==> config.mk <==
export PLATFORM = sky130hd
export DESIGN_NAME = amiga_clk_ctrl
export DESIGN_NICKNAME = d
export VERILOG_FILES = /design/src/rtl/amiga_clk_pkg.sv /design/src/rtl/amiga_sync2.sv /design/src/rtl/amiga_clk_ctrl.sv
export SDC_FILE = /design/constraint.sdc
export NUM_CORES = 1
export LEC_CHECK = 0
export BUFFER_PORTS_ARGS = -buffer_cell sky130_fd_sc_hd__buf_2
export CORE_AREA = 5 5 62 50
export CTS_BUF_LIST = sky130_fd_sc_hd__clkbuf_8
export DETAILED_ROUTE_END_ITERATION = 8
export DIE_AREA = 0 0 67 55
export HOLD_SLACK_MARGIN = 0.02
export PLACE_DENSITY = 0.84
export SLEW_MARGIN = 20
export SYNTH_ARGS = -nofsm -noshare
export SYNTH_HDL_FRONTEND = slang
export SYNTH_SLANG_ARGS = --single-unit
==> constraint.sdc <==
create_clock -name clk -period 3.4 [get_ports clk]
set_input_delay 0.17 -clock clk [delete_from_list [all_inputs] [get_ports clk]]
set_output_delay 0.17 -clock clk [all_outputs]
set_load 0.02 [all_outputs]
==> src/rtl/amiga_clk_pkg.sv <==
// amiga_clk_pkg: shared types and constants for the Amiga clock/reset sequencer.
// Holds the FSM encoding, 7 MHz phase slots and E-clock counter limits.
package amiga_clk_pkg;

  typedef enum logic [1:0] {
    ST_PLLRST    = 2'd0,
    ST_WAIT_LOCK = 2'd1,
    ST_STABLE    = 2'd2,
    ST_RUN       = 2'd3
  } clk_state_e;

  localparam logic [1:0] PH_CLK7  = 2'd3;
  localparam logic [1:0] PH_CLK7N = 2'd1;

  localparam logic [3:0] ECLK_LAST       = 4'd9;
  localparam logic [3:0] ECLK_HIGH_START = 4'd6;

  // Width of the shared sequencer counter: must hold the largest parameter.
  function automatic int cnt_width(input int a, input int b, input int c);
    int m;
    m = (a > b) ? a : b;
    m = (m > c) ? m : c;
    return $clog2(m + 1);
  endfunction

endpackage

==> src/rtl/amiga_sync2.sv <==
// amiga_sync2: generic two-flop synchronizer, asynchronous reset to 0.
module amiga_sync2 (
  input  logic clk,
  input  logic areset,
  input  logic d,
  output logic q
);

  logic meta_q;
  logic sync_q;

  always_ff @(posedge clk or posedge areset) begin
    if (areset) begin
      meta_q <= 1'b0;
      sync_q <= 1'b0;
    end else begin
      meta_q <= d;
      sync_q <= meta_q;
    end
  end

  assign q = sync_q;

endmodule

==> src/rtl/amiga_clk_ctrl.sv <==
// amiga_clk_ctrl: PLL lock supervisor, 7 MHz enables and system reset release.
// Define AMIGA_CLK_CTRL_ECLK_EN to build the 68000 E-clock generator.
module amiga_clk_ctrl #(
  parameter int PLL_RST_CYCLES     = 16,
  parameter int LOCK_TIMEOUT       = 65536,
  parameter int LOCK_STABLE_CYCLES = 4096
) (
  input  logic clk,
  input  logic areset,
  input  logic pll_locked,
  input  logic soft_rst,
  output logic pll_rst,
  output logic sys_rst,
  output logic ready,
  output logic clk7_en,
  output logic clk7n_en,
  output logic eclk,
  output logic eclk_tick
);

  import amiga_clk_pkg::*;

  localparam int CW = cnt_width(PLL_RST_CYCLES, LOCK_TIMEOUT,
                                LOCK_STABLE_CYCLES);
  localparam logic [CW-1:0] RST_LAST = CW'(PLL_RST_CYCLES - 1);
  localparam logic [CW-1:0] TMO_LAST = CW'(LOCK_TIMEOUT - 1);
  localparam logic [CW-1:0] STB_LAST = CW'(LOCK_STABLE_CYCLES - 1);

  logic lock_s;

  amiga_sync2 u_lock_sync (
    .clk    (clk),
    .areset (areset),
    .d      (pll_locked),
    .q      (lock_s)
  );

  clk_state_e    state_q, state_d;
  logic [CW-1:0] cnt_q, cnt_d;
  logic [1:0]    phase_q, phase_d;
  logic          clk7_en_q, clk7_en_d;
  logic          clk7n_en_q, clk7n_en_d;
  logic          pll_rst_q, pll_rst_d;
  logic          sys_rst_q, sys_rst_d;
  logic          ready_q, ready_d;

  always_comb begin
    phase_d    = phase_q + 2'd1;
    clk7_en_d  = (phase_d == PH_CLK7);
    clk7n_en_d = (phase_d == PH_CLK7N);
    state_d    = state_q;
    cnt_d      = cnt_q + CW'(1);
    unique case (state_q)
      ST_PLLRST: begin
        if (cnt_q == RST_LAST) state_d = ST_WAIT_LOCK;
      end
      ST_WAIT_LOCK: begin
        if (lock_s) state_d = ST_STABLE;
        else if (cnt_q == TMO_LAST) state_d = ST_PLLRST;
      end
      ST_STABLE: begin
        if (!lock_s) begin
          state_d = ST_WAIT_LOCK;
        end else if (soft_rst) begin
          cnt_d = '0;
        end else if (cnt_q == STB_LAST) begin
          // Hold the full count until the 7 MHz slot lines up.
          cnt_d = cnt_q;
          if (clk7_en_d) state_d = ST_RUN;
        end
      end
      ST_RUN: begin
        cnt_d = cnt_q;
        if (!lock_s) state_d = ST_PLLRST;
        else if (soft_rst) state_d = ST_STABLE;
      end
      default: state_d = ST_PLLRST;
    endcase
    if (state_d != state_q) cnt_d = '0;
    pll_rst_d = (state_d == ST_PLLRST);
    sys_rst_d = (state_d != ST_RUN);
    ready_d   = (state_d == ST_RUN);
  end

  always_ff @(posedge clk or posedge areset) begin
    if (areset) begin
      state_q    <= ST_PLLRST;
      cnt_q      <= '0;
      phase_q    <= 2'd0;
      clk7_en_q  <= 1'b0;
      clk7n_en_q <= 1'b0;
      pll_rst_q  <= 1'b1;
      sys_rst_q  <= 1'b1;
      ready_q    <= 1'b0;
    end else begin
      state_q    <= state_d;
      cnt_q      <= cnt_d;
      phase_q    <= phase_d;
      clk7_en_q  <= clk7_en_d;
      clk7n_en_q <= clk7n_en_d;
      pll_rst_q  <= pll_rst_d;
      sys_rst_q  <= sys_rst_d;
      ready_q    <= ready_d;
    end
  end

  assign pll_rst  = pll_rst_q;
  assign sys_rst  = sys_rst_q;
  assign ready    = ready_q;
  assign clk7_en  = clk7_en_q;
  assign clk7n_en = clk7n_en_q;

`ifdef AMIGA_CLK_CTRL_ECLK_EN
  logic [3:0] ecnt_q, ecnt_d;
  logic       eclk_q, eclk_d;
  logic       eclk_tick_q, eclk_tick_d;

  // Outputs are computed from next-state values so they stay registered.
  always_comb begin
    ecnt_d = ecnt_q;
    if (sys_rst_d) ecnt_d = 4'd0;
    else if (clk7_en_q)
      ecnt_d = (ecnt_q == ECLK_LAST) ? 4'd0 : ecnt_q + 4'd1;
    eclk_d      = (ecnt_d >= ECLK_HIGH_START);
    eclk_tick_d = !sys_rst_d && clk7_en_d &&
                  (ecnt_d == ECLK_HIGH_START - 4'd1);
  end

  always_ff @(posedge clk or posedge areset) begin
    if (areset) begin
      ecnt_q      <= 4'd0;
      eclk_q      <= 1'b0;
      eclk_tick_q <= 1'b0;
    end else begin
      ecnt_q      <= ecnt_d;
      eclk_q      <= eclk_d;
      eclk_tick_q <= eclk_tick_d;
    end
  end

  assign eclk      = eclk_q;
  assign eclk_tick = eclk_tick_q;
`else
  assign eclk      = 1'b0;
  assign eclk_tick = 1'b0;
`endif

endmodule

==> results_dict.tcl <==
set metrics [dict create \
    status "finished, final reports clean" \
    h-tree-depth 1 \
    worstPathArrival_ns 2.59 \
    ant_nets 0 \
    grt_pass1_wl_um 5110 \
    coreArea_mm2 0.00246 \
    setup_violations 0 \
    rsz0062_at_grt "no" \
    globalplace.congestion 0.856 \
    ys.flop_type "dfrtp_1" \
    cts_sinks 28 \
    dieArea_mm2 0.00369 \
    hold_depth 0 \
    cts.clk_slew.worst_paths_ns 0.09 \
    p_total_uw 858 \
    ys_ff_latch 28 \
    portBuffers 8 \
    power.leakage_nw 0.717 \
    cts_inserted_buffers 3 \
    syn_to_final_growth_pct 8.75 \
    overflow 0 \
    synthArstFlopShare 1.00 \
    vias 1158 \
    grt_max_degree 29 \
    diodes 0 \
    cts_max_path_buffers 2 \
    finalClockSkew_ns 0.00303 \
    yosys_warnings 0 \
    synthTopCellsByArea "dfrtp_1, xnor2_1, nor2_1, a211oi_1, dfstp_2" \
    timing.fmax_ghz 0.418 \
    rr_worst_depth 5 \
    grt_usage 0.188 \
    setup_tns_ns 0 \
    dpl_worst_slack_ns 1.03 \
    routed_wl_um 2940 \
    critPathCaptureType "register" \
    hp-class "register to register" \
    start_kind "register" \
    synth.cell_area_mm2 0.00150 \
    final_common_cell "dfrtp_1" \
    cts_tree "yes" \
    dp_hpwl_um 2070 \
    power_density_mw_per_mm2 525 \
    cp.required_ns 3.60 \
    core.rowCount 16 \
    synth_top_area_frac 0.433 \
    crit_family "simple AND/OR/NAND/NOR gates" \
    pin_count 11 \
    ys_types 38 \
    cap_viol_max_count 0 \
    layout-drive-gt1-share 0.125 \
    hold_viol 0 \
    detail_route.iter0.violations 104 \
    irDropWorstVdd_mv 0.332 \
    crit_cells 5 \
    num-nets-final 169 \
    wl_per_cell_um 15.0 \
    viasPerCell 5.91 \
    min_period_ns 2.39 \
    final_cell_mix "dfrtp_1, nor2_1, xnor2_1, nand2_1, nand3_1" \
    register_area_um2 703 \
    root_buffer "clkbuf_8" \
    dr.pass1.iters 4 \
    tightest_slew_ns 0.746 \
    antenna_found_initial 0 \
    drc 0 \
    n_fill_cell 205 \
    post_cts_resized 0 \
    die_x_um 67 \
    path_buf_inv 0 \
    multiInputGateArea_um2 739 \
    die_y_um 55 \
    grt_pass1_vias 1081 \
    yosysSeqAreaShare 0.468 \
    synthCells 151 \
    crit_chain "or4_4, nor4b_4, a21boi_1, nand2b_1, a21oi_1" \
    synth_edf_count 0 \
    synth_largest_area_cell "dfrtp_1" \
    insertion_delay_ns 0.28 \
    slew_headroom 0.501 \
    crit_path_max_fanout 15 \
    period_share 0.704 \
    initial_core_util 0.610 \
    synth_area_per_cell_um2 9.94 \
    criticalPathCategory "register to register" \
    cpPeakStageDelay_ns 0.66 \
    worst_slack_ns 1.01 \
    drv_slew 0 \
    crit_slowest_cell "nor4b_4" \
]
synth_stat cells, types with 2 or more instances:
library cell  instances
nand3_1               9
xnor2_1              13
nand2b_1              5
buf_2                 2
nor2_1               21
a211oi_1              7
or4_1                 2
nand2_1               9
o21a_1                2
ha_1                  4
clkbuf_1              2
a21oi_1               6
inv_1                 6
buf_4                 3
dfstp_2               2
and4_1                2
nand4_1               6
dfrtp_1              26
nor2b_1               3
mux2i_1               2
nor3_1                2
power breakdown:
part | total, mW | switching (mW) | internal (mW) | leakage, nW
Combinational | 0.218 | 0.133 | 0.0848 | 0.325
Sequential | 0.436 | 0.0543 | 0.381 | 0.363
Clock | 0.204 | 0.101 | 0.104 | 0.0288
sequential cells by signal, indices dropped and copies added (netlist names):
signal	count
state_q	2
cnt_q	17
pll_rst	1
u_lock_sync.q	1
ready	1
clk7n_en	1
sys_rst	1
u_lock_sync.meta_q	1
phase_q	2
clk7_en	1
logic make-up after synthesis:
family,synth area share
flip-flops,0.468
AO/OA/AOI/OAI,0.103
other,0.00250
XOR/XNOR,0.0758
adder cells (fa/ha/maj),0.0333
buffers and inverters,0.0417
AND/OR/NAND/NOR,0.263
multiplexers,0.0133
layout make-up:
| type | instances | share of cell area |
|---|---|---|
| Multi-Input combinational cell | 111 | 0.453 |
| Sequential cell | 28 | 0.431 |
| Timing Repair Buffer | 11 | 0.0414 |
| Clock buffer | 4 | 0.0337 |
| Tap cell | 36 | 0.0276 |
| Inverter | 6 | 0.0138 |
repair_timing:
action	in CTS	in global routing
hold buffers	1	1
setup endpoints to repair	0	0
endpoints found under the hold margin	1	26
setup buffers	0	0
metal layers:
metal  vias up  share of wire  global-route usage
met3         3          0.065              0.0525
met4         0          0.011              0.0505
met5         -              0                   0
met2        40           0.48               0.313
met1       566           0.45               0.242
li1        549              -                   -
final timing paths:
kind	startpoint	end	slack [ns]
worst max-delay path	cnt_q[14]	cnt_q[1]	1.01
worst min-delay path	u_lock_sync.meta_q	u_lock_sync.q	0.35
worst max register to register	cnt_q[14]	cnt_q[1]	1.01
worst min register to register	u_lock_sync.meta_q	u_lock_sync.q	0.35
max in group asynchronous	areset	sys_rst	2.54
min in group asynchronous	areset	phase_q[0]	0.49
stage by stage:
| stage | cells | hold WS, ns | utilization | area, um2 |
|---|---|---|---|---|
| 2_1_floorplan | 152 | 0.201 | - | 1510 |
| 3_3_place_gp | 190 | 0.281 | 0.633 | 1560 |
| 3_5_place_dp | 190 | 0.287 | 0.633 | 1560 |
| 4_1_cts | 195 | 0.156 | 0.659 | 1620 |
| 5_1_grt | 196 | 0.377 | 0.663 | 1630 |
| 6_report | 196 | 0.354 | 0.663 | 1630 |
Note: power is estimated with default switching activity, not from simulation.
